[src/rtl/sha1_pkg.sv]
// sha1_pkg: shared constants and types for the SHA1 Wishbone sequencer.
//   - Register offsets of the engine relative to its base address.
//   - OPS bit positions and the OPS values written by the sequencer.
//   - Engine response constants (MSG_IN ack, DIGEST busy marker).
//   - Error-cause and sequencer-state enums.
package sha1_pkg;

  localparam logic [31:0] OPS_OFF    = 32'h08;
  localparam logic [31:0] MSG_IN_OFF = 32'h0C;
  localparam logic [31:0] DIGEST_OFF = 32'h10;

  localparam int OPS_ON    = 0;
  localparam int OPS_RESET = 1;
  localparam int OPS_PANIC = 2;
  localparam int OPS_DONE  = 3;

  // Clear pass: ON|RESET clears done and the indices, then RESET alone
  // leaves the engine off with its compute state held in reset.
  localparam logic [31:0] OPS_CLR_ON  = (32'd1 << OPS_ON) | (32'd1 << OPS_RESET);
  localparam logic [31:0] OPS_CLR_RST = (32'd1 << OPS_RESET);
  localparam logic [31:0] OPS_OFF_VAL = 32'h0;

  localparam logic [31:0] ACK_VAL   = 32'h0000_0001;
  localparam logic [31:0] EBUSY_VAL = 32'hffff_fff0;

  typedef enum logic [1:0] {
    ERR_NONE    = 2'd0,
    ERR_NACK    = 2'd1,
    ERR_PANIC   = 2'd2,
    ERR_TIMEOUT = 2'd3
  } err_code_e;

  typedef enum logic [3:0] {
    S_IDLE,
    S_CLR_ON,
    S_CLR_RST,
    S_LOAD,
    S_POLL,
    S_READ,
    S_OFF,
    S_PRESENT,
    S_ERROR
  } state_e;

endpackage

[src/rtl/sha1_wb_master_port.sv]
// sha1_wb_master_port: single-transaction Wishbone master.
//   req/req_we/req_adr/req_dat : operation request, taken when rdy is high
//   rdy                        : no transaction outstanding
//   done/rdata                 : ack cycle of the outstanding transaction and
//                                the slave data seen in that cycle
//   wbm_*                      : registered Wishbone master signals
// A request is registered on the edge it is taken and held until ack is
// sampled; the bus drops on that edge. rdy returns the cycle after the ack,
// so a new request reaches the bus no earlier than one idle cycle later.
module sha1_wb_master_port (
  input  logic        wb_clk_i,
  input  logic        wb_rst_ni,
  input  logic        req,
  input  logic        req_we,
  input  logic [31:0] req_adr,
  input  logic [31:0] req_dat,
  output logic        rdy,
  output logic        done,
  output logic [31:0] rdata,
  output logic        wbm_cyc_o,
  output logic        wbm_stb_o,
  output logic        wbm_we_o,
  output logic [3:0]  wbm_sel_o,
  output logic [31:0] wbm_adr_o,
  output logic [31:0] wbm_dat_o,
  input  logic        wbm_ack_i,
  input  logic [31:0] wbm_dat_i
);

  always_ff @(posedge wb_clk_i or negedge wb_rst_ni) begin
    if (!wb_rst_ni) begin
      wbm_cyc_o <= 1'b0;
      wbm_stb_o <= 1'b0;
      wbm_we_o  <= 1'b0;
      wbm_adr_o <= 32'h0;
      wbm_dat_o <= 32'h0;
    end else if (done) begin
      wbm_cyc_o <= 1'b0;
      wbm_stb_o <= 1'b0;
    end else if (req && rdy) begin
      wbm_cyc_o <= 1'b1;
      wbm_stb_o <= 1'b1;
      wbm_we_o  <= req_we;
      wbm_adr_o <= req_adr;
      wbm_dat_o <= req_dat;
    end
  end

  assign rdy       = ~wbm_cyc_o;
  // A late re-pulse of ack after stb has dropped is not a completion.
  assign done      = wbm_stb_o & wbm_ack_i;
  assign rdata     = wbm_dat_i;
  assign wbm_sel_o = 4'hF;

endmodule

[src/rtl/sha1_wb_sequencer.sv]
// sha1_wb_sequencer: drives one 512-bit block through the SHA1 engine.
//   start                      : one-cycle request, honoured only in IDLE
//   busy                       : block active (not IDLE)
//   msg_valid/msg_ready/msg_data : sixteen message words, word 0 first
//   dig_valid/dig_ready/dig_data : 160-bit digest {h0,h1,h2,h3,h4}
//   err/err_code               : sticky error and cause, cleared by start
//   wbm_*                      : Wishbone master to the engine
// Sequence: OPS=3, OPS=2, 16x MSG_IN, poll OPS, 5x DIGEST, OPS=0, present.
module sha1_wb_sequencer
  import sha1_pkg::*;
#(
  parameter logic [31:0] BASE_ADDRESS = 32'h3000_0024,
  parameter int          POLL_TIMEOUT = 1024,
  parameter int          TIMEOUT_W    = 11
) (
  input  logic         wb_clk_i,
  input  logic         wb_rst_ni,
  input  logic         start,
  output logic         busy,
  input  logic         msg_valid,
  output logic         msg_ready,
  input  logic [31:0]  msg_data,
  output logic         dig_valid,
  input  logic         dig_ready,
  output logic [159:0] dig_data,
  output logic         err,
  output logic [1:0]   err_code,
  output logic         wbm_cyc_o,
  output logic         wbm_stb_o,
  output logic         wbm_we_o,
  output logic [3:0]   wbm_sel_o,
  output logic [31:0]  wbm_adr_o,
  output logic [31:0]  wbm_dat_o,
  input  logic         wbm_ack_i,
  input  logic [31:0]  wbm_dat_i
);

  localparam logic [31:0] ADR_OPS = BASE_ADDRESS + OPS_OFF;
  localparam logic [31:0] ADR_MSG = BASE_ADDRESS + MSG_IN_OFF;
  localparam logic [31:0] ADR_DIG = BASE_ADDRESS + DIGEST_OFF;

  state_e                 state_q, state_d;
  logic                   req, req_we, rdy, done;
  logic [31:0]            req_adr, req_dat, rdata;
  logic [3:0]             wcnt;
  logic [TIMEOUT_W-1:0]   pcnt;
  logic [2:0]             rcnt;
  logic [159:0]           dig_q;
  logic                   err_q;
  err_code_e              err_code_q;
  logic                   start_acc, nack, rd_busy, poll_last;

  sha1_wb_master_port u_port (
    .wb_clk_i  (wb_clk_i),
    .wb_rst_ni (wb_rst_ni),
    .req       (req),
    .req_we    (req_we),
    .req_adr   (req_adr),
    .req_dat   (req_dat),
    .rdy       (rdy),
    .done      (done),
    .rdata     (rdata),
    .wbm_cyc_o (wbm_cyc_o),
    .wbm_stb_o (wbm_stb_o),
    .wbm_we_o  (wbm_we_o),
    .wbm_sel_o (wbm_sel_o),
    .wbm_adr_o (wbm_adr_o),
    .wbm_dat_o (wbm_dat_o),
    .wbm_ack_i (wbm_ack_i),
    .wbm_dat_i (wbm_dat_i)
  );

  assign start_acc = start && (state_q == S_IDLE);
  assign nack      = (rdata != ACK_VAL);
  assign rd_busy   = (rdata == EBUSY_VAL);
  assign poll_last = (pcnt == TIMEOUT_W'(POLL_TIMEOUT - 1));

  always_ff @(posedge wb_clk_i or negedge wb_rst_ni) begin
    if (!wb_rst_ni) state_q <= S_IDLE;
    else            state_q <= state_d;
  end

  always_comb begin
    state_d = state_q;
    case (state_q)
      S_IDLE:    if (start) state_d = S_CLR_ON;
      S_CLR_ON:  if (done) state_d = S_CLR_RST;
      S_CLR_RST: if (done) state_d = S_LOAD;
      S_LOAD:
        if (done) begin
          if (nack)               state_d = S_ERROR;
          else if (wcnt == 4'd15) state_d = S_POLL;
        end
      S_POLL:
        if (done) begin
          if (rdata[OPS_DONE])       state_d = S_READ;
          else if (rdata[OPS_PANIC]) state_d = S_ERROR;
          else if (poll_last)        state_d = S_ERROR;
        end
      S_READ:
        if (done) begin
          if (rd_busy)            state_d = S_ERROR;
          else if (rcnt == 3'd4)  state_d = S_OFF;
        end
      S_OFF:     if (done) state_d = S_PRESENT;
      S_PRESENT: if (dig_ready) state_d = S_IDLE;
      S_ERROR:   if (done) state_d = S_IDLE;
      default:   state_d = S_IDLE;
    endcase
  end

  // Every bus-issuing state requests while the port is free; the port's own
  // busy flag keeps a state from issuing twice before its ack moves it on.
  always_comb begin
    req       = 1'b0;
    req_we    = 1'b1;
    req_adr   = ADR_OPS;
    req_dat   = OPS_OFF_VAL;
    msg_ready = 1'b0;
    case (state_q)
      S_CLR_ON:  begin req = rdy; req_dat = OPS_CLR_ON;  end
      S_CLR_RST: begin req = rdy; req_dat = OPS_CLR_RST; end
      S_LOAD: begin
        msg_ready = rdy;
        req       = rdy & msg_valid;
        req_adr   = ADR_MSG;
        req_dat   = msg_data;
      end
      S_POLL:    begin req = rdy; req_we = 1'b0; end
      S_READ:    begin req = rdy; req_we = 1'b0; req_adr = ADR_DIG; end
      S_OFF,
      S_ERROR:   req = rdy;
      default:   ;
    endcase
  end

  always_ff @(posedge wb_clk_i or negedge wb_rst_ni) begin
    if (!wb_rst_ni) begin
      wcnt       <= '0;
      pcnt       <= '0;
      rcnt       <= '0;
      dig_q      <= '0;
      err_q      <= 1'b0;
      err_code_q <= ERR_NONE;
    end else if (start_acc) begin
      wcnt       <= '0;
      pcnt       <= '0;
      rcnt       <= '0;
      dig_q      <= '0;
      err_q      <= 1'b0;
      err_code_q <= ERR_NONE;
    end else if (done) begin
      case (state_q)
        S_LOAD:
          if (nack) begin
            err_q      <= 1'b1;
            err_code_q <= ERR_NACK;
          end else begin
            wcnt <= wcnt + 4'd1;
          end
        S_POLL:
          if (!rdata[OPS_DONE]) begin
            if (rdata[OPS_PANIC]) begin
              err_q      <= 1'b1;
              err_code_q <= ERR_PANIC;
            end else begin
              pcnt <= pcnt + TIMEOUT_W'(1);
              if (poll_last) begin
                err_q      <= 1'b1;
                err_code_q <= ERR_TIMEOUT;
              end
            end
          end
        S_READ:
          if (rd_busy) begin
            err_q      <= 1'b1;
            err_code_q <= ERR_PANIC;
          end else begin
            // Engine returns h4 first; each word enters at the top so the
            // first read settles in the low word and h0 ends up highest.
            dig_q <= {rdata, dig_q[159:32]};
            rcnt  <= rcnt + 3'd1;
          end
        default: ;
      endcase
    end
  end

  assign busy      = (state_q != S_IDLE);
  assign dig_valid = (state_q == S_PRESENT);
  assign dig_data  = dig_q;
  assign err       = err_q;
  assign err_code  = err_code_q;

endmodule

[config.mk]
export PLATFORM = sky130hd
export DESIGN_NAME = sha1_wb_sequencer
export DESIGN_NICKNAME = d
export VERILOG_FILES = /design/src/rtl/sha1_pkg.sv /design/src/rtl/sha1_wb_master_port.sv /design/src/rtl/sha1_wb_sequencer.sv
export SDC_FILE = /design/constraint.sdc
export NUM_CORES = 1
export LEC_CHECK = 0
export BUFFER_PORTS_ARGS = -buffer_cell sky130_fd_sc_hd__buf_2
export CAP_MARGIN = 0
export CORE_MARGIN = 4
export CORE_UTILIZATION = 50
export CTS_BUF_LIST = sky130_fd_sc_hd__clkbuf_4 sky130_fd_sc_hd__clkbuf_8 sky130_fd_sc_hd__clkbuf_16
export DETAILED_ROUTE_END_ITERATION = 8
export HOLD_SLACK_MARGIN = 0.06
export PLACE_DENSITY = 0.8
export SYNTH_ARGS = -nofsm -noshare
export SYNTH_HDL_FRONTEND = slang
export SYNTH_SLANG_ARGS = --single-unit
[constraint.sdc]
create_clock -name wb_clk_i -period 2.7 [get_ports wb_clk_i]
set_input_delay 0.54 -clock wb_clk_i [delete_from_list [all_inputs] [get_ports wb_clk_i]]
set_output_delay 0.54 -clock wb_clk_i [all_outputs]
set_load 0.1 [all_outputs]
==> results of run 1 <==
[sequential cells by signal, summed over array words and instances (netlist names)]
register and flops:
wcnt 4, rcnt 3, state_q 4, u_port.wbm_adr_o 4, u_port.wbm_we_o 1, err_code 2
pcnt 11, dig_data 160, err 1, u_port.wbm_dat_o 32, u_port.wbm_stb_o 1
[layer usage]
| layer | global-route usage [%] | vias to the layer above |
|---|---|---|
| met5 | 0 | - |
| met4 | 7.365 | 0 |
| met3 | 3.210 | 41 |
| met2 | 38.18 | 458 |
| met1 | 37.76 | 4393 |
| li1 | - | 4212 |
[cells in the mapped netlist, types with 4 or more instances]
cell type and n:
sky130_fd_sc_hd__dfrtp_1 223, sky130_fd_sc_hd__a21oi_1 171, sky130_fd_sc_hd__or3_1 5, sky130_fd_sc_hd__nand2_1 17, sky130_fd_sc_hd__nand2b_1 5, sky130_fd_sc_hd__nor3_1 11, sky130_fd_sc_hd__nor4_1 9, sky130_fd_sc_hd__a22o_1 31
sky130_fd_sc_hd__inv_1 7, sky130_fd_sc_hd__ha_1 4, sky130_fd_sc_hd__nor2_1 22, sky130_fd_sc_hd__nand3_1 175, sky130_fd_sc_hd__buf_2 19, sky130_fd_sc_hd__o31ai_1 4, sky130_fd_sc_hd__o21ai_0 173, sky130_fd_sc_hd__nand4_1 9
sky130_fd_sc_hd__buf_4 33, sky130_fd_sc_hd__clkbuf_1 83, sky130_fd_sc_hd__xnor2_1 6
[repair_timing]
| item | in CTS | in global routing |
|---|---|---|
| endpoints found under the setup margin | 1 | 1 |
| hold buffers | 1 | 0 |
| resized for setup | 1 | 1 |
| hold endpoints to repair | 59 | 0 |
[worst max-delay path, delay by kind of cell, from the launching register on]
family	cells	cell delay [ns]
flip-flops	1	0.48
buffers and inverters	2	0.52
AND/OR/NAND/NOR	3	0.48
[kinds of logic (layout without fill, tap and decap cells)]
kind of cell             count (synthesis)  count (layout)
AND/OR/NAND/NOR                        274             274
buffers and inverters                  146             353
AO/OA/AOI/OAI                          396             396
multiplexers                             3               3
flip-flops                             223             223
adder cells (fa/ha/maj)                  4               4
XOR/XNOR                                 9               9
other                                    2              31
[per-stage QoR]
stage	instance area, um2	hold WS, ns	cells
2_1_floorplan	10180	0.2444	1085
3_3_place_gp	11550	0.4566	1512
3_5_place_dp	11550	0.4643	1512
4_1_cts	12410	0.2280	1557
5_1_grt	12410	0.2342	1557
6_report	12410	0.2505	1558
[power by group through the flow]
stage	Clock, mW	Combinational, mW	Sequential (mW)
6_report	3.39	5.48	3.95
5_1_grt	3.59	5.74	3.99
4_1_cts	3.44	5.47	3.95
3_5_place_dp	0	5.45	4.00
3_3_place_gp	0	5.41	3.98
2_1_floorplan	0	2.21	6.13
[final cells by class]
cell class	count	share of cell area (%)
Sequential cell	223	44.96
Multi-Input combinational cell	716	31.71
Timing Repair Buffer	302	13.63
Clock buffer	40	6.402
Tap cell	265	2.672
Clock inverter	4	0.3932
Inverter	7	0.2117
Antenna cell	1	0.02016
[path summary, 6_finish.rpt]
check / startpoint / to / depth (start not counted)
worst max register to register: state_q[3] / dig_data[23] / 5
min in group asynchronous: wb_rst_ni / dig_data[117] / 2
worst min register to register: u_port.wbm_adr_o[2] / u_port.wbm_adr_o[2] / 1
worst max-delay path: state_q[3] / msg_ready / 5
worst min-delay path: msg_data[24] / u_port.wbm_dat_o[24] / 2
max in group asynchronous: wb_rst_ni / u_port.wbm_dat_o[27] / 3
==> run_summary.xml, run 1 <==
<?xml version="1.0" encoding="UTF-8"?>
<metrics>
  <group name="final_layout">
    <metric name="final_cell_mix" unit="">sky130_fd_sc_hd__buf_2, sky130_fd_sc_hd__dfrtp_1, sky130_fd_sc_hd__nand3_1, sky130_fd_sc_hd__o21ai_0, sky130_fd_sc_hd__a21oi_1</metric>
    <metric name="area_delta_synth_final" unit="%">23.29</metric>
    <metric name="net_count_of_the_finished_layout" unit="">1348</metric>
    <metric name="layout_commonest_cell" unit="">sky130_fd_sc_hd__buf_2</metric>
    <metric name="layout-drive-gt1-share" unit="%">28.02</metric>
    <metric name="seq_area" unit="um2">5580</metric>
    <metric name="filler_cell_count" unit="">1644</metric>
    <metric name="postLayoutCoreUtil" unit="%">63.15</metric>
    <metric name="multi_input_comb_area" unit="um2">3935</metric>
  </group>
  <group name="critical_path">
    <metric name="path_max_fanout" unit="">9</metric>
    <metric name="slowest_delay" unit="ns">0.48</metric>
    <metric name="crit_path_end_kind" unit="">output pin</metric>
    <metric name="critical-path-slowest-cell" unit="">sky130_fd_sc_hd__dfrtp_1</metric>
    <metric name="worst_reg_to_reg_setup_slack" unit="ns">0.22</metric>
    <metric name="worst_ep_arrival_time" unit="ns">2.00</metric>
    <metric name="critical_path.startpoint_type" unit="">flip-flop</metric>
    <metric name="path_class" unit="">flip-flop to output pin</metric>
    <metric name="worst-endpoint-required" unit="ns">2.16</metric>
    <metric name="timing.critical_path.cells" unit="">buf_4, nor2_2, nand3_1, nor2_2, buf_4</metric>
  </group>
  <group name="global_route">
    <metric name="first_pass_grt_wire_length" unit="um">45810</metric>
    <metric name="antenna_found_initial" unit="">0</metric>
    <metric name="gr-usage-all-layers" unit="%">25.04</metric>
    <metric name="global_route.overflow_total" unit="">0</metric>
    <metric name="first_global_vias" unit="">8303</metric>
    <metric name="grt_max_degree" unit="">165</metric>
  </group>
  <group name="flow_run">
    <metric name="max_cap_viols" unit="">0</metric>
  </group>
  <group name="placement">
    <metric name="buffers_on_ports" unit="">276</metric>
    <metric name="dp.final_hpwl" unit="um">19450</metric>
    <metric name="post_place_setup_slack" unit="ns">0.1711</metric>
    <metric name="finalWeightedCongestion" unit="">0.8807</metric>
  </group>
  <group name="timing">
    <metric name="tightest_slew" unit="ns">0.9348</metric>
    <metric name="fin_crit_sh" unit="%">94.15</metric>
    <metric name="number_of_failing_setup_endpoints_in_the_final_timing_report" unit="">0</metric>
    <metric name="max_clock_freq" unit="GHz">0.3934</metric>
    <metric name="slew_headroom" unit="%">37.68</metric>
    <metric name="timing.final.ws_setup" unit="ns">0.1580</metric>
    <metric name="skew" unit="ns">0.01442</metric>
    <metric name="finalSetupTns" unit="ns">0</metric>
    <metric name="timing_hold_violations_final" unit="">0</metric>
    <metric name="timing.final.crit_period" unit="ns">2.542</metric>
    <metric name="timing_max_transition_violations_final" unit="">0</metric>
    <metric name="rsz_0062_raised_after_global_routing" unit="">no</metric>
  </group>
  <group name="cts">
    <metric name="clkSlewWorstSetupHoldPaths" unit="ns">0.06</metric>
    <metric name="cts_made_buffers" unit="">24</metric>
    <metric name="cts_root_buf" unit="">sky130_fd_sc_hd__clkbuf_16</metric>
    <metric name="tritoncts_num_sinks" unit="">223</metric>
    <metric name="clk_latency" unit="ns">0.51</metric>
    <metric name="cts_tree" unit="">yes</metric>
    <metric name="postCtsSetupRepairBufs" unit="">0</metric>
    <metric name="cts-root-to-sink-buffers" unit="">3</metric>
    <metric name="clock_tree.htree_level_count" unit="">1</metric>
  </group>
  <group name="routing">
    <metric name="highest_layer" unit="">met4</metric>
    <metric name="drc_violation_count_after_routing" unit="">0</metric>
    <metric name="drtIter0Drc" unit="">914</metric>
    <metric name="met2_wirelength" unit="um">13920</metric>
    <metric name="met3_length" unit="um">2471</metric>
    <metric name="drt_pre_antenna_iters" unit="">7</metric>
    <metric name="wire_per_inst" unit="um">18.80</metric>
    <metric name="detail-route-antenna-nets" unit="">0</metric>
    <metric name="routedLengthMet1" unit="um">12190</metric>
    <metric name="detail_route.vias_per_cell" unit="">5.843</metric>
    <metric name="drt_wl_total" unit="um">29290</metric>
    <metric name="num_vias" unit="">9104</metric>
  </group>
  <group name="synth">
    <metric name="combinational_family_with_the_most_area_after_synthesis" unit="">compound AO/OA/AOI/OAI gates</metric>
    <metric name="yosys_register_bits" unit="">223</metric>
    <metric name="yosysSeqAreaShare" unit="%">55.44</metric>
    <metric name="yosys.area_share.adder" unit="%">0.4972</metric>
    <metric name="synth-compound-area-share" unit="%">21.65</metric>
    <metric name="synth_top_cell_by_area" unit="">sky130_fd_sc_hd__dfrtp_1</metric>
    <metric name="synthSimpleGateAreaFrac" unit="%">14.12</metric>
    <metric name="yosys.area_share.xor_xnor" unit="%">0.7831</metric>
    <metric name="synth_area_per_cell" unit="um2">9.523</metric>
    <metric name="yosys-top-cells-area" unit="">sky130_fd_sc_hd__dfrtp_1, sky130_fd_sc_hd__nand3_1, sky130_fd_sc_hd__o21ai_0</metric>
    <metric name="yosysUniqueCellTypes" unit="">53</metric>
    <metric name="postSynthCellCount" unit="">1057</metric>
    <metric name="synthMuxAreaShare" unit="%">0.2983</metric>
    <metric name="ys_warn_count" unit="">0</metric>
    <metric name="area_fraction_of_the_dominant_cell_type_after_synthesis" unit="%">55.44</metric>
    <metric name="synth_async_sr_flop_share" unit="%">100.0</metric>
    <metric name="mappedNetlistArea" unit="um2">10070</metric>
    <metric name="synth_edf_count" unit="">0</metric>
    <metric name="synth-main-ff-cell" unit="">sky130_fd_sc_hd__dfrtp_1</metric>
  </group>
  <group name="floorplanning">
    <metric name="die_y_extent" unit="um">149.9</metric>
    <metric name="initial_utilization" unit="%">51.22</metric>
    <metric name="fp-row-count" unit="">51</metric>
    <metric name="fp.dieArea" unit="um2">22470</metric>
    <metric name="fp.coreArea" unit="um2">19650</metric>
    <metric name="top_level_ports" unit="">307</metric>
    <metric name="floorplan.die.width" unit="um">149.9</metric>
  </group>
  <group name="power_and_ir_drop">
    <metric name="combinationalPowerShare" unit="%">42.7</metric>
    <metric name="vdd_ir_drop_max" unit="mV">0.9084</metric>
    <metric name="post-layout-total-power" unit="mW">12.82</metric>
    <metric name="power_switching_share" unit="%">47.43</metric>
    <metric name="power.share.clock" unit="%">26.4</metric>
    <metric name="netSwitchingPower" unit="mW">6.079</metric>
    <metric name="p_seq_share" unit="%">30.8</metric>
    <metric name="cellPowerDensity" unit="nW/um2">1033</metric>
    <metric name="power.leakage" unit="nW">6.061</metric>
    <metric name="cell_internal_pwr" unit="mW">6.737</metric>
  </group>
  <group name="status">
    <metric name="status" unit="">complete, no violations</metric>
  </group>
  <group name="worst_hold_path">
    <metric name="timing.hold.worst.class" unit="">input pin to flip-flop</metric>
  </group>
</metrics>
Note: power is estimated with default switching activity, not from simulation.
==> inputs of run 2 (changes only) <==
==> constraint.sdc (replaced) <==
create_clock -name wb_clk_i -period 2.7 [get_ports wb_clk_i]
set_input_delay 0.135 -clock wb_clk_i [delete_from_list [all_inputs] [get_ports wb_clk_i]]
set_output_delay 0.135 -clock wb_clk_i [all_outputs]
set_load 0.1 [all_outputs]
==> run_summary.xml, run 2 (synthesis results as in run 1) <==
<?xml version="1.0" encoding="UTF-8"?>
<metrics>
  <group name="critical_path">
    <metric name="critical_path.startpoint_type" unit="">flip-flop</metric>
    <metric name="timing.critical_path.max_delay_family" unit="">simple AND/OR/NAND/NOR gates</metric>
    <metric name="timing.critical_path.cells" unit="">or4b_2, a31o_4, buf_12, o21ai_0, a21oi_1</metric>
    <metric name="critPathBufInv" unit="">1</metric>
    <metric name="crit_path_end_kind" unit="">flip-flop</metric>
    <metric name="worst-endpoint-required" unit="ns">3.06</metric>
    <metric name="critical-path-slowest-cell" unit="">sky130_fd_sc_hd__or4b_2</metric>
    <metric name="path_max_fanout" unit="">79</metric>
    <metric name="path_class" unit="">flip-flop to flip-flop</metric>
    <metric name="worst_ep_arrival_time" unit="ns">2.84</metric>
    <metric name="slowest_delay" unit="ns">0.79</metric>
  </group>
  <group name="timing">
    <metric name="skew" unit="ns">0.008419</metric>
    <metric name="finalSetupTns" unit="ns">0</metric>
    <metric name="hold-worst-slack" unit="ns">0.08020</metric>
    <metric name="number_of_failing_setup_endpoints_in_the_final_timing_report" unit="">0</metric>
    <metric name="tightest_slew" unit="ns">0.9721</metric>
    <metric name="timing_max_transition_violations_final" unit="">0</metric>
    <metric name="fin_crit_sh" unit="%">91.69</metric>
    <metric name="rsz_0062_raised_after_global_routing" unit="">no</metric>
    <metric name="max_clock_freq" unit="GHz">0.4039</metric>
    <metric name="slew_headroom" unit="%">35.20</metric>
    <metric name="timing_hold_violations_final" unit="">0</metric>
    <metric name="timing.final.crit_period" unit="ns">2.476</metric>
  </group>
  <group name="placement">
    <metric name="dp.final_hpwl" unit="um">19630</metric>
    <metric name="finalWeightedCongestion" unit="">0.8583</metric>
    <metric name="numPlacedInstances" unit="">1513</metric>
    <metric name="buffers_on_ports" unit="">276</metric>
  </group>
  <group name="global_route">
    <metric name="grt_max_degree" unit="">115</metric>
    <metric name="first_pass_grt_wire_length" unit="um">48230</metric>
    <metric name="antenna_found_initial" unit="">0</metric>
    <metric name="global_route.overflow_total" unit="">0</metric>
    <metric name="gr-usage-all-layers" unit="%">26.25</metric>
    <metric name="first_global_vias" unit="">8919</metric>
  </group>
  <group name="cts">
    <metric name="tritoncts_num_sinks" unit="">223</metric>
    <metric name="clk_latency" unit="ns">0.50</metric>
    <metric name="clkSlewWorstSetupHoldPaths" unit="ns">0.06</metric>
    <metric name="cts_made_buffers" unit="">23</metric>
    <metric name="cts_root_buf" unit="">sky130_fd_sc_hd__clkbuf_16</metric>
    <metric name="cts-root-to-sink-buffers" unit="">3</metric>
    <metric name="clock_tree.htree_level_count" unit="">1</metric>
    <metric name="post_cts_resize_count" unit="">0</metric>
    <metric name="cts_tree" unit="">yes</metric>
  </group>
  <group name="floorplanning">
    <metric name="floorplan.die.width" unit="um">149.9</metric>
    <metric name="fp.dieArea" unit="um2">22470</metric>
    <metric name="top_level_ports" unit="">307</metric>
    <metric name="fp-row-count" unit="">51</metric>
    <metric name="die_y_extent" unit="um">149.9</metric>
    <metric name="fp.coreArea" unit="um2">19650</metric>
    <metric name="initial_utilization" unit="%">51.22</metric>
  </group>
  <group name="status">
    <metric name="status" unit="">complete, no violations</metric>
  </group>
  <group name="flow_run">
    <metric name="max_cap_viols" unit="">0</metric>
  </group>
  <group name="routing">
    <metric name="drc_violation_count_after_routing" unit="">0</metric>
    <metric name="drt_pre_antenna_iters" unit="">5</metric>
    <metric name="num_vias" unit="">9473</metric>
    <metric name="detail-route-antenna-nets" unit="">0</metric>
    <metric name="drt_wl_total" unit="um">30660</metric>
    <metric name="drtIter0Drc" unit="">908</metric>
    <metric name="detail_route.vias_per_cell" unit="">5.855</metric>
    <metric name="wire_per_inst" unit="um">18.95</metric>
  </group>
  <group name="final_layout">
    <metric name="diodes" unit="">0</metric>
    <metric name="net_count_of_the_finished_layout" unit="">1412</metric>
    <metric name="final_cell_mix" unit="">sky130_fd_sc_hd__buf_2, sky130_fd_sc_hd__dfrtp_1, sky130_fd_sc_hd__nand3_1, sky130_fd_sc_hd__o21ai_0, sky130_fd_sc_hd__a21oi_1</metric>
    <metric name="largest_reg_flops" unit="">160</metric>
    <metric name="final_cells" unit="">1618</metric>
    <metric name="area_delta_synth_final" unit="%">29.42</metric>
    <metric name="layout-drive-gt1-share" unit="%">26.46</metric>
    <metric name="layout_commonest_cell" unit="">sky130_fd_sc_hd__buf_2</metric>
  </group>
  <group name="worst_hold_path">
    <metric name="timing.hold.worst.class" unit="">input pin to flip-flop</metric>
  </group>
  <group name="power_and_ir_drop">
    <metric name="cellPowerDensity" unit="nW/um2">985.4</metric>
    <metric name="power.leakage" unit="nW">6.313</metric>
    <metric name="vdd_ir_drop_max" unit="mV">1.036</metric>
  </group>
</metrics>
## run 2: tightest hold or removal path, delay by kind of cell
| kind | cells | cell delay (ns) |
|---|---|---|
| buf+inv | 2 | 0.29 |
| simple gates | 1 | 0.06 |
| compound gates | 1 | 0.05 |
## run 2: path summary, 6_finish.rpt
path                                      from                   to  slack, ns  cells after the start
setup / recovery                    state_q[3]        dig_data[138]       0.22                      5
setup reg to reg                    state_q[3]        dig_data[138]       0.22                      5
hold / removal                    wbm_dat_i[2]        dig_data[130]       0.08                      4
hold reg to reg            u_port.wbm_adr_o[2]  u_port.wbm_adr_o[2]       0.48                      1
max in group asynchronous            wb_rst_ni         dig_data[15]       1.64                      3
min in group asynchronous            wb_rst_ni                  err       0.23                      2
## run 2: area by class of cell
type | count | area, um2
clock inverters | 6 | 105.1
fillers | 1577 | 6626
repair buffers | 367 | 2362
clock buffers | 34 | 689.4
multi-input cells | 716 | 3933
well taps | 265 | 331.6
flip-flops and latches | 223 | 5580
inverters | 7 | 26.28
## run 2: through the flow
step	worst slack [ns]	total power [mW]	instance area, um2	utilization (%)
2_1_floorplan	0.1316	8.338	10180	-
3_3_place_gp	0.3554	9.400	11580	58.93
3_5_place_dp	0.2547	9.440	11580	58.93
4_1_cts	0.2345	12.84	13030	66.28
5_1_grt	0.1110	13.34	13030	66.28
6_report	0.2243	12.84	13030	66.28
## run 2: where the power goes
group / internal [mW] / total, mW / switching [mW] / leakage (nW)
sequential: 3.69 / 3.95 / 0.261 / 3.08
clock: 2.05 / 3.33 / 1.28 / 0.401
combinational: 1.02 / 5.56 / 4.55 / 2.84
total: 6.75 / 12.8 / 6.09 / 6.31
## run 2: routing by layer
layer	GRT usage (%)	wire length (um)	vias to the layer above	part of all wire (%)
met1	37.94	12520	4554	41
met3	4.119	2700	69	8.8
met2	41.36	14520	527	47
met5	0	0	-	0
li1	-	-	4323	-
met4	7.502	919	0	3.0
## run 2: timing repair
| item | in CTS | in global routing |
|---|---|---|
| endpoints found under the hold margin | 146 | 0 |
| setup buffers | 0 | 0 |
| hold buffers | 65 | 0 |
==> inputs of run 3 (changes only) <==
- CORE_UTILIZATION: 50 -> 32
- PLACE_DENSITY: 0.8 -> 0.56
==> run_summary.xml, run 3 (synthesis results as in run 1) <==
<?xml version="1.0" encoding="UTF-8"?>
<metrics>
  <group name="global_route">
    <metric name="first_global_vias" unit="">9260</metric>
    <metric name="global_route.usage.met2" unit="%">29.28</metric>
    <metric name="antenna_found_initial" unit="">0</metric>
    <metric name="gr-usage-all-layers" unit="%">19.49</metric>
    <metric name="first_pass_grt_wire_length" unit="um">54170</metric>
    <metric name="global_route.overflow_total" unit="">0</metric>
    <metric name="grt-busiest-layer" unit="">met2</metric>
    <metric name="grt_util_met3" unit="%">3.280</metric>
    <metric name="groute.layer.met1.usage" unit="%">28.66</metric>
    <metric name="grt_max_degree" unit="">165</metric>
  </group>
  <group name="final_layout">
    <metric name="postLayoutCoreUtil" unit="%">43.29</metric>
    <metric name="layout-drive-gt1-share" unit="%">26.91</metric>
    <metric name="diodes" unit="">0</metric>
    <metric name="final_cell_mix" unit="">sky130_fd_sc_hd__buf_2, sky130_fd_sc_hd__dfrtp_1, sky130_fd_sc_hd__nand3_1, sky130_fd_sc_hd__o21ai_0, sky130_fd_sc_hd__a21oi_1</metric>
    <metric name="largest_reg_flops" unit="">160</metric>
    <metric name="net_count_of_the_finished_layout" unit="">1419</metric>
    <metric name="layout_commonest_cell" unit="">sky130_fd_sc_hd__buf_2</metric>
    <metric name="area_delta_synth_final" unit="%">32.59</metric>
  </group>
  <group name="power_and_ir_drop">
    <metric name="power_switching_share" unit="%">47.16</metric>
    <metric name="cellPowerDensity" unit="nW/um2">996.5</metric>
    <metric name="power.leakage" unit="nW">6.391</metric>
    <metric name="vdd_ir_drop_max" unit="mV">0.6716</metric>
    <metric name="p_seq_share" unit="%">29.7</metric>
    <metric name="cell_internal_pwr" unit="mW">7.027</metric>
    <metric name="power.share.clock" unit="%">28.2</metric>
    <metric name="netSwitchingPower" unit="mW">6.273</metric>
    <metric name="combinationalPowerShare" unit="%">42.2</metric>
  </group>
  <group name="routing">
    <metric name="wire_per_inst" unit="um">19.61</metric>
    <metric name="drtIter0Drc" unit="">833</metric>
    <metric name="drt_wl_total" unit="um">34510</metric>
    <metric name="num_vias" unit="">9372</metric>
    <metric name="detail-route-antenna-nets" unit="">0</metric>
    <metric name="drc_violation_count_after_routing" unit="">0</metric>
    <metric name="drt_pre_antenna_iters" unit="">5</metric>
    <metric name="detail_route.vias_per_cell" unit="">5.325</metric>
  </group>
  <group name="timing">
    <metric name="tightest_slew" unit="ns">0.9901</metric>
    <metric name="number_of_failing_setup_endpoints_in_the_final_timing_report" unit="">0</metric>
    <metric name="skew" unit="ns">0.01345</metric>
    <metric name="fin_crit_sh" unit="%">93.80</metric>
    <metric name="max_clock_freq" unit="GHz">0.3949</metric>
    <metric name="finalSetupTns" unit="ns">0</metric>
    <metric name="timing_hold_violations_final" unit="">0</metric>
    <metric name="slew_headroom" unit="%">33.99</metric>
    <metric name="rsz_0062_raised_after_global_routing" unit="">no</metric>
    <metric name="timing.final.crit_period" unit="ns">2.533</metric>
    <metric name="timing_max_transition_violations_final" unit="">0</metric>
  </group>
  <group name="cts">
    <metric name="cts_tree" unit="">yes</metric>
    <metric name="cts_root_buf" unit="">sky130_fd_sc_hd__clkbuf_16</metric>
    <metric name="tritoncts_num_sinks" unit="">223</metric>
    <metric name="clkSlewWorstSetupHoldPaths" unit="ns">0.06</metric>
    <metric name="clk_latency" unit="ns">0.53</metric>
    <metric name="postCtsSetupRepairBufs" unit="">0</metric>
    <metric name="cts-root-to-sink-buffers" unit="">3</metric>
    <metric name="post_cts_resize_count" unit="">0</metric>
    <metric name="cts_made_buffers" unit="">26</metric>
    <metric name="clock_tree.htree_level_count" unit="">1</metric>
  </group>
  <group name="critical_path">
    <metric name="r2r-end" unit="">dig_data[51]</metric>
    <metric name="path_class" unit="">flip-flop to flip-flop</metric>
    <metric name="worst_r2r_startpoint" unit="">state_q[1]</metric>
    <metric name="worst_ep_arrival_time" unit="ns">2.93</metric>
    <metric name="worst-endpoint-required" unit="ns">3.10</metric>
    <metric name="timing.reg2reg.worst_path_depth" unit="">5</metric>
    <metric name="worst_reg_to_reg_setup_slack" unit="ns">0.17</metric>
    <metric name="critPathLaunch" unit="">state_q[1]</metric>
    <metric name="path_max_fanout" unit="">162</metric>
    <metric name="capturing_instance_or_port_of_the_critical_path" unit="">dig_data[51]</metric>
    <metric name="critical_path.startpoint_type" unit="">flip-flop</metric>
    <metric name="crit_path_end_kind" unit="">flip-flop</metric>
  </group>
  <group name="floorplanning">
    <metric name="initial_utilization" unit="%">32.65</metric>
    <metric name="fp.dieArea" unit="um2">34360</metric>
    <metric name="fp.coreArea" unit="um2">30830</metric>
    <metric name="die_y_extent" unit="um">185.4</metric>
    <metric name="floorplan.die.width" unit="um">185.4</metric>
    <metric name="top_level_ports" unit="">307</metric>
    <metric name="fp-row-count" unit="">64</metric>
  </group>
  <group name="placement">
    <metric name="buffers_on_ports" unit="">276</metric>
    <metric name="dp.final_hpwl" unit="um">22570</metric>
    <metric name="finalWeightedCongestion" unit="">0.8382</metric>
  </group>
  <group name="flow_run">
    <metric name="max_cap_viols" unit="">0</metric>
  </group>
  <group name="status">
    <metric name="status" unit="">complete, no violations</metric>
  </group>
  <group name="worst_hold_path">
    <metric name="timing.hold.worst.class" unit="">input pin to async pin</metric>
  </group>
</metrics>
-- run 3: cell types whose count changed in the layout (fill, tap and decap cells not counted) --
cell / delta
sky130_fd_sc_hd__buf_12: -1
sky130_fd_sc_hd__buf_4: +3
sky130_fd_sc_hd__clkbuf_16: +3
sky130_fd_sc_hd__clkbuf_8: +3
sky130_fd_sc_hd__clkinv_8: +1
sky130_fd_sc_hd__dlygate4sd3_1: +2
-- run 3: worst min path at each step --
stage	from	endpoint	slack, ns	cells past startpoint
finish	wb_rst_ni	u_port.wbm_dat_o[7]	0.17	2
global route	wb_rst_ni	u_port.wbm_dat_o[7]	0.24	2
CTS	wb_rst_ni	u_port.wbm_dat_o[31]	0.20	2
detailed placement	wb_rst_ni	u_port.wbm_dat_o[7]	0.17	1
global placement	wb_rst_ni	u_port.wbm_adr_o[28]	0.17	1
floorplan	wb_rst_ni	dig_data[0]	-0.16	0
-- run 3: metrics by stage --
stage	setup slack, ns	std cells	hold WS [ns]	cell area (um2)	power, mW
after CTS	0.2835	1760	0.1954	13350	13.41
after global routing	0.1056	1760	0.2415	13350	13.88
final	0.1675	1760	0.1747	13350	13.30
after floorplan	0.1316	1085	-0.1606	10180	8.338
after detailed placement	0.2893	1646	0.1678	11750	9.546
after global placement	0.2988	1646	0.1683	11750	9.529
-- run 3: power by group through the flow --
stage / clock (mW) / combinational (mW) / sequential (mW)
6_report: 3.75 / 5.61 / 3.95
3_5_place_dp: 0 / 5.55 / 4.00
4_1_cts: 3.84 / 5.62 / 3.95
2_1_floorplan: 0 / 2.21 / 6.13
3_3_place_gp: 0 / 5.53 / 4.00
5_1_grt: 3.97 / 5.91 / 3.99
-- run 3: layout make-up --
type	count	area, um2
Fill cell	3046	17480
Clock buffer	40	805.8
Tap cell	396	495.5
Clock inverter	7	121.4
Multi-Input combinational cell	716	3933
Sequential cell	223	5580
Inverter	7	26.28
Timing Repair Buffer	371	2385
-- run 3: metal layers --
| metal | vias up | share of wire (%) |
|---|---|---|
| li1 | 4348 | - |
| met1 | 4612 | 45 |
| met2 | 348 | 45 |
| met3 | 64 | 6.5 |
| met4 | 0 | 3.3 |
| met5 | - | 0 |
-- run 3: what timing repair did --
action / CTS / global route
endpoints found under the hold margin: 143 / 0
hold buffers: 67 / 0
endpoints found under the setup margin: 0 / 0
-- run 3: worst max-delay path: stages, from the launching register on --
cell	delay (ns)
sky130_fd_sc_hd__dfrtp_1	0.44
sky130_fd_sc_hd__or4b_2	0.80
sky130_fd_sc_hd__a31o_4	0.27
sky130_fd_sc_hd__buf_12	0.19
sky130_fd_sc_hd__o21ai_0	0.37
sky130_fd_sc_hd__a21oi_1	0.10
